## src/rtl/simon_key_expander.sv

```systemverilog
// Streams the SIMON round keys from a master key, with one round key per rk handshake.
// Defining SIMON_KEXP_ABORT_EN adds the abort_i port.
module simon_key_expander #(
   parameter int unsigned WW  = 32,
   parameter int unsigned NKW = 4
) (
   input  logic              clk,
   input  logic              rst,
   input  logic [NKW*WW-1:0] key_i,
   input  logic              key_vld_i,
   output logic              key_rdy_o,
   output logic [WW-1:0]     rk_o,
   output logic              rk_vld_o,
   input  logic              rk_rdy_i,
   output logic              rk_last_o,
   output logic              seq_rst_o,
   output logic              seq_run_o,
   input  logic              seq_i,
`ifdef SIMON_KEXP_ABORT_EN
   input  logic              abort_i,
`endif
   output logic              busy_o
);

   localparam int unsigned T  = (WW == 32) ? ((NKW == 3) ? 42 : 44)
                                           : ((NKW == 2) ? 68 : (NKW == 3) ? 69 : 72);
   localparam int unsigned CW = $clog2(T);
   localparam logic [WW-1:0] C = ~WW'(3);
   localparam logic USE_W1 = (NKW == 4);

   typedef enum logic [1:0] {IDLE, SRST, RUN} state_t;

   state_t                 state_q, state_d;
   logic [NKW-1:0][WW-1:0] w_q, w_d;
   logic [CW-1:0]          cnt_q, cnt_d;
   logic [WW-1:0]          tmp_a, tmp_b, new_w;
   logic                   xfer, abort;

   function automatic logic [WW-1:0] ror(input logic [WW-1:0] x, input int unsigned r);
      return (x >> r) | (x << (WW - r));
   endfunction

   // Next key word from the current window and the z bit of this transfer
   always_comb begin
      tmp_a = ror(w_q[NKW-1], 3) ^ (USE_W1 ? w_q[1] : '0);
      tmp_b = tmp_a ^ ror(tmp_a, 1);
      new_w = w_q[0] ^ tmp_b ^ C ^ WW'(seq_i);
   end

`ifdef SIMON_KEXP_ABORT_EN
   assign abort = abort_i && (state_q != IDLE);
`else
   assign abort = 1'b0;
`endif

   assign xfer      = (state_q == RUN) && rk_rdy_i && !abort;
   assign key_rdy_o = (state_q == IDLE) && !rst;
   assign rk_vld_o  = (state_q == RUN);
   assign rk_o      = w_q[0];
   assign rk_last_o = (state_q == RUN) && (cnt_q == CW'(T - 1));
   assign seq_rst_o = (state_q == SRST);
   assign seq_run_o = xfer;
   assign busy_o    = (state_q != IDLE);

   always_comb begin
      state_d = state_q;
      w_d     = w_q;
      cnt_d   = cnt_q;
      case (state_q)
         IDLE: begin
            if (key_vld_i) begin
               w_d     = key_i;
               cnt_d   = '0;
               state_d = SRST;
            end
         end
         SRST: state_d = RUN;
         RUN: begin
            if (xfer) begin
               w_d   = {new_w, w_q[NKW-1:1]};
               cnt_d = cnt_q + CW'(1);
               if (rk_last_o) state_d = IDLE;
            end
         end
         default: state_d = IDLE;
      endcase
      // Abort discards the window so no stale key material survives
      if (abort) begin
         state_d = IDLE;
         w_d     = '0;
         cnt_d   = '0;
      end
   end

   always_ff @(posedge clk) begin
      if (rst) begin
         state_q <= IDLE;
         w_q     <= '0;
         cnt_q   <= '0;
      end else begin
         state_q <= state_d;
         w_q     <= w_d;
         cnt_q   <= cnt_d;
      end
   end

endmodule

```

## config.mk

```make
export PLATFORM = sky130hd
export DESIGN_NAME = simon_key_expander
export DESIGN_NICKNAME = d
export VERILOG_FILES = /design/src/rtl/simon_key_expander.sv
export SDC_FILE = /design/constraint.sdc
export NUM_CORES = 1
export LEC_CHECK = 0
export BUFFER_PORTS_ARGS = -buffer_cell sky130_fd_sc_hd__buf_4
export CORE_ASPECT_RATIO = 0.8
export CORE_MARGIN = 3
export CORE_UTILIZATION = 40
export DETAILED_ROUTE_END_ITERATION = 8
export GPL_ROUTABILITY_DRIVEN = 0
export GPL_TIMING_DRIVEN = 0
export PLACE_DENSITY = 0.59
export SYNTH_ARGS = -nofsm -noshare
export SYNTH_HDL_FRONTEND = slang
export SYNTH_SLANG_ARGS = --single-unit
export TNS_END_PERCENT = 1
```

## constraint.sdc

```tcl
create_clock -name clk -period 2.02 [get_ports clk]
set_input_delay 0.202 -clock clk [delete_from_list [all_inputs] [get_ports clk]]
set_output_delay 0.202 -clock clk [all_outputs]
set_load 0.01 [all_outputs]
```

# ---- Word level (Yosys, flattened, before mapping)
# Cells that the tools add are included.
dict set report totals {
  register_bits 136
  in_bits 133
  out_inout_bits 38
  wordCells 39
}
dict set report classes {
  n_addsub 1
  eq_ne 6
  mux 10
  bitwise 7
  reduce_logical 9
}
# op n
set op_table {}
lappend op_table {{two-way mux 128 bit} 2}
lappend op_table {{case mux 128 bit (2 select lines)} 1}
lappend op_table {{XOR 32 bit} 3}
lappend op_table {{bitwise OR 29 x 32 -> 32 bit} 1}
lappend op_table {{bitwise OR 31 x 32 -> 32 bit} 1}
lappend op_table {{XOR 32 x 1 -> 32 bit} 1}
lappend op_table {{inverter 30 bit} 1}
lappend op_table {{two-way mux 6 bit} 2}
lappend op_table {{case mux 6 bit (2 select lines)} 1}
lappend op_table {{adder 6 x 1 -> 6 bit, second input constant} 1}
lappend op_table {{equality test 6 bit, second input constant} 1}
lappend op_table {{two-way mux 2 bit} 3}
lappend op_table {{case mux 2 bit (3 select lines)} 1}
lappend op_table {{AND reduction 3 bit} 2}
lappend op_table {{!= test 2 x 1 -> 1 bit, second input constant} 2}
lappend op_table {{nonzero test 2 bit} 2}
lappend op_table {{logical AND 1 bit} 3}
lappend op_table {{equality test 2 x 1 -> 1 bit, second input constant} 1}
lappend op_table {{equality test 2 bit, second input constant} 1}
lappend op_table {{zero test 2 bit} 1}
lappend op_table {{!= test 2 bit, second input constant} 1}
lappend op_table {{zero test 1 bit} 1}

# ---- Logic depth before layout (Yosys ltp)
dict set report logic_depth {
  word_depth 9
  mapped_depth 7
  depth_no_buf 6
}

# ---- Worst setup path before layout
# Ideal clock, no wire load.
dict set report synth_timing {
  kind {register -> register}
  startpoint {register state_q[1]}
  endpoint {register w_q[48] in the netlist's numbering}
  setup_time_ns 0.091
  arrival_time_ns 1.361
  required_ns 1.929
  slack_ns 0.568
  stages_incl_launch_ff 7
  n_path_buf 3
  synth_period_minus_slack_ns 1.452
  path_cell_list {dfxtp_1 > buf_4 > mux2i_4 > nor2_4 > buf_2 > buf_2 > a311oi_1}
}
dict set report synth_via {
  elab_chain_len 4
  word_cells_on_any_way 8
  cone_classes {3 x eq/ne; 1 x mux; 4 x reduce/logical}
}
# element line_no
set synth_rtl {}
lappend synth_rtl {{from (decl)} 33} ;# state_t state_q, state_d;
lappend synth_rtl {{from (signal assigned)} 101} ;# state_q <= state_d;
lappend synth_rtl {{equality test 2 bit} {56, 69}}
lappend synth_rtl {{logical AND 1 bit} 56} ;# assign xfer = (state_q == RUN) && rk_rdy_i && !abort;
lappend synth_rtl {{!= test 2 x 1 -> 1 bit (no line)} --}
lappend synth_rtl {{AND reduction 3 bit (no line)} --}
lappend synth_rtl {{to (signal assigned)} 102} ;# w_q <= w_d;
lappend synth_rtl {{to (decl)} 34} ;# logic [NKW-1:0][WW-1:0] w_q, w_d;
# Parallel ways exist; a longest one is shown, timed or not.
# A chain may end at the register's enable or synchronous reset.

# ---- Worst setup path in the final report
dict set report layout_timing {
  startpoint {register state_q[1]}
  endpoint {output port rk_last_o}
}
dict set report layout_via {
  elab_chain_len 2
}
# element line_no
set layout_rtl {}
lappend layout_rtl {{equality test 2 bit} 60} ;# assign rk_last_o = (state_q == RUN) && (cnt_q == CW'(T - 1));
lappend layout_rtl {{logical AND 1 bit} 60}
lappend layout_rtl {{to (decl)} 15} ;# output logic rk_last_o,
# No other way between the ends.

==> results.yml <==
pwr:
  power_frac_clock: 0.327
  vdd_drop_max_mv: 0.469
  leakage_nw: 4.04
  power_switching_mw: 2.82
  internal_power_mw: 6.05
  sw_frac_of_total: 0.318
  power.sequential.fraction: 0.375
  comb_power_share: 0.297
  cellPowerDensity_nw_per_um2: 897
floorplanning:
  rows: 44
  die_h_um: 130
  floorplan.die_area_um2: 21100
  floorplan.core_area_um2: 18600
  floorplan.initialDensity: 0.417
  die_w_um: 162
  io-pin-count: 171
clocking:
  cts_setup_buffers: 0
  cts_tree: "done"
  clock_tree.root_cell: "sky130_fd_sc_hd__clkbuf_16"
  ctsLongestPathBuffers: 2
  cts_htree_levels: 4
  path_clk_slew_ps: 60
  tritoncts_sinks: 136
  cts_made_buffers: 17
  clk_latency_ps: 420
critical_path:
  critical_path.max_fanout: 10
  wp_data_arrival_ps: 1730
  delay_of_the_slowest_cell_on_the_worst_path_ps: 350
  critical_path.slowest_cell: "sky130_fd_sc_hd__dfxtp_1"
  setup.worst_path.end_class: "output pin"
  worst-setup-path-type: "reg2out"
  cell_breakdown_of_the_critical_path: "buf_6 > nand2_4 > clkbuf_2 > nor2_1 > buf_4"
  critical_path.n_buffers_inverters: 3
  r2r.worst_path.cells: 6
  register_to_register_setup_slack_ps: 120
  worst_path_dominant_cell_family: "buffers and inverters"
  worstSetupStartpointType: "register"
  worst-path-stages: 5
  crit_required_ps: 1820
final_layout:
  post-route-cell-area_um2: 9890
  final_core_occ: 0.533
  final_net_count: 1240
  n_antenna_cell: 0
  post_route_cells_drive_above_1_share: 0.310
  layout-area-overhead-vs-synth_pct: 27.7
  filler_cell_count: 1804
global_routing:
  largest_net_degree_at_the_start_of_global_routing: 17
  total_routing_usage_reported_by_global_routing: 0.244
  overflow: 0
  grt_antenna_before_repair: 0
  first_pass_grt_wire_length_um: 39100
  number_of_global_route_vias_before_repair: 6909
min_path:
  hold_class: "in2reg"
  whs_path_cells: 3
run:
  max_cap_viol_count: 0
place:
  place_area_um2: 9330
  port_buffers: 169
  post-dp-hpwl_um: 19500
yosys:
  postSynthCellCount: 918
  yosys_register_bits: 136
  syn-mean-instance-area_um2: 8.43
  postSynthNetCount: 1052
  seq_area_frac_synth: 0.352
  synth.cell_area_um2: 7740
  synthDistinctLibCells: 40
  yosysWarnings: 0
detailed_routing:
  route.detailed.wl_per_inst_um: 18.9
  drc: 0
  detail_route.vias_per_cell: 5.30
  totalWireLength_um: 25900
  route.antenna.remaining_nets: 0
  initialDrtViolationCount: 635
  via_count: 7250
  first_pass_iters: 6
sta:
  setup_viol_count_final: 0
  worst_slew_pin_slew_ps: 894
  post-route-min-period_ps: 1930
  fmax_mhz: 519
  min_period_over_period: 0.954
  rsz0062_at_grt: "no"
  final.setup_skew_ps: 7.14
  timing.slew.headroom: 0.404
  report.final.slew_viol_count: 0
  report.final.hold_viol_count: 0
outcome:
  run_status: "completed"
[through the flow]
step / total power, mW / cells / hold slack (ps) / TNS, ps / worst slack, ps
2_1_floorplan: 5.13 / 918 / 343 / 0 / 568
3_3_place_gp: 5.99 / 1340 / 463 / 0 / 82.0
3_5_place_dp: 5.99 / 1340 / 467 / 0 / 50.6
4_1_cts: 8.89 / 1369 / 24.5 / -11.7 / -11.7
5_1_grt: 9.28 / 1369 / 40.6 / 0 / 3.72
6_report: 8.87 / 1369 / 33.3 / 0 / 92.6
[layer usage]
| metal | up-vias | global-route usage | wire length [µm] |
|---|---|---|---|
| li1 | 3534 | - | - |
| met1 | 3383 | 0.362 | 12500 |
| met2 | 314 | 0.366 | 11100 |
| met3 | 19 | 0.0466 | 2030 |
| met4 | 0 | 0.0592 | 255 |
| met5 | - | 0 | 0 |
[power groups by stage]
stage,Clock [mW],Sequential (mW),Combinational (mW)
floorplan,0,3.27,1.86
global placement,0,3.38,2.61
detailed placement,0,3.38,2.62
CTS,2.93,3.32,2.63
global route,3.05,3.38,2.86
finish,2.90,3.33,2.64
[flip-flops by register name, summed over array words and instances, names as in the netlist]
register / cells
w_q: 96
rk_o: 32
cnt_q: 6
state_q: 2
[synthesized netlist by cell type, drive strengths merged]
cell | number | share of area
nor3b | 1 | 0.00097
nand4b | 1 | 0.0011
clkbuf | 40 | 0.019
xnor3 | 3 | 0.0087
xnor2 | 62 | 0.070
a32oi | 24 | 0.027
nand4 | 1 | 0.00081
nor3 | 3 | 0.0019
o21ai | 53 | 0.034
or3 | 1 | 0.00081
a31o | 3 | 0.0034
xor2 | 31 | 0.035
nor2 | 108 | 0.053
buf | 68 | 0.065
a21oi | 7 | 0.0050
a21o | 1 | 0.00097
a311oi | 96 | 0.17
nor2b | 1 | 0.00081
mux2 | 1 | 0.0015
dfxtp | 136 | 0.35
nand3 | 3 | 0.0019
xor3 | 1 | 0.0031
mux2i | 1 | 0.0029
o41ai | 3 | 0.0034
inv | 3 | 0.0015
a22oi | 1 | 0.00097
a211oi | 1 | 0.00097
nand2 | 255 | 0.12
a32o | 5 | 0.0065
ha | 1 | 0.0016
and2 | 3 | 0.0024
[worst register-to-register path, cell delays in order (launching register included)]
cell	delay, ps
sky130_fd_sc_hd__dfxtp_1	350
sky130_fd_sc_hd__buf_6	170
sky130_fd_sc_hd__nand2_4	130
sky130_fd_sc_hd__inv_4	130
sky130_fd_sc_hd__clkbuf_1	540
sky130_fd_sc_hd__nand2_1	240
sky130_fd_sc_hd__a311oi_2	260
[final timing paths]
| path | endpoint | startpoint |
|---|---|---|
| setup / recovery | rk_last_o | state_q[1]$_SDFFE_PP0P_ |
| hold / removal | w_q[100]$_SDFFE_PP0P_ | key_i[100] |
| setup reg to reg | w_q[35]$_SDFFE_PP0P_ | state_q[1]$_SDFFE_PP0P_ |
| hold reg to reg | w_q[55]$_SDFFE_PP0P_ | w_q[87]$_SDFFE_PP0P_ |
[kinds of logic (layout without fill, tap and decap cells)]
family,count (synthesis),count (layout),synth area share
simple gates,377,377,0.188
flops,136,136,0.352
buf+inv,111,309,0.0855
xor+xnor,97,97,0.117
fa+ha+maj,1,1,0.00162
compound gates,194,194,0.252
mux,2,2,0.00436
[area by class of cell]
| class | count | area (µm²) | share of cell area |
|---|---|---|---|
| Buffer | 108 | 664 | 0.0672 |
| Inverter | 3 | 13.8 | 0.00139 |
| Timing Repair Buffer | 169 | 1270 | 0.128 |
| Sequential cell | 136 | 2720 | 0.275 |
| Clock buffer | 25 | 485 | 0.0491 |
| Tap cell | 253 | 317 | 0.0320 |
| Multi-Input combinational cell | 671 | 4370 | 0.442 |
| Clock inverter | 4 | 45.0 | 0.00456 |
[cells in the final DEF (no fill, tap or decap), drive strengths merged, types with 3 or more instances in the layout]
| cell | n |
|---|---|
| a21oi | 7 |
| a311oi | 96 |
| a31o | 3 |
| a32o | 5 |
| a32oi | 24 |
| and2 | 3 |
| buf | 237 |
| clkbuf | 65 |
| clkinv | 3 |
| dfxtp | 136 |
| inv | 3 |
| nand2 | 255 |
| nand3 | 3 |
| nor2 | 108 |
| nor3 | 3 |
| o21ai | 53 |
| o41ai | 3 |
| xnor2 | 62 |
| xnor3 | 3 |
| xor2 | 31 |
[repair_timing]
item | 4_1_cts | 5_1_grt
pin swaps | 0 | 0
cloned | 0 | 0
hold buffers | 0 | 0
endpoints found under the setup margin | 4 | 7
gates resized for setup | 4 | 6
hold endpoints to repair | 0 | 0
Note: power is estimated with default switching activity, not from simulation.
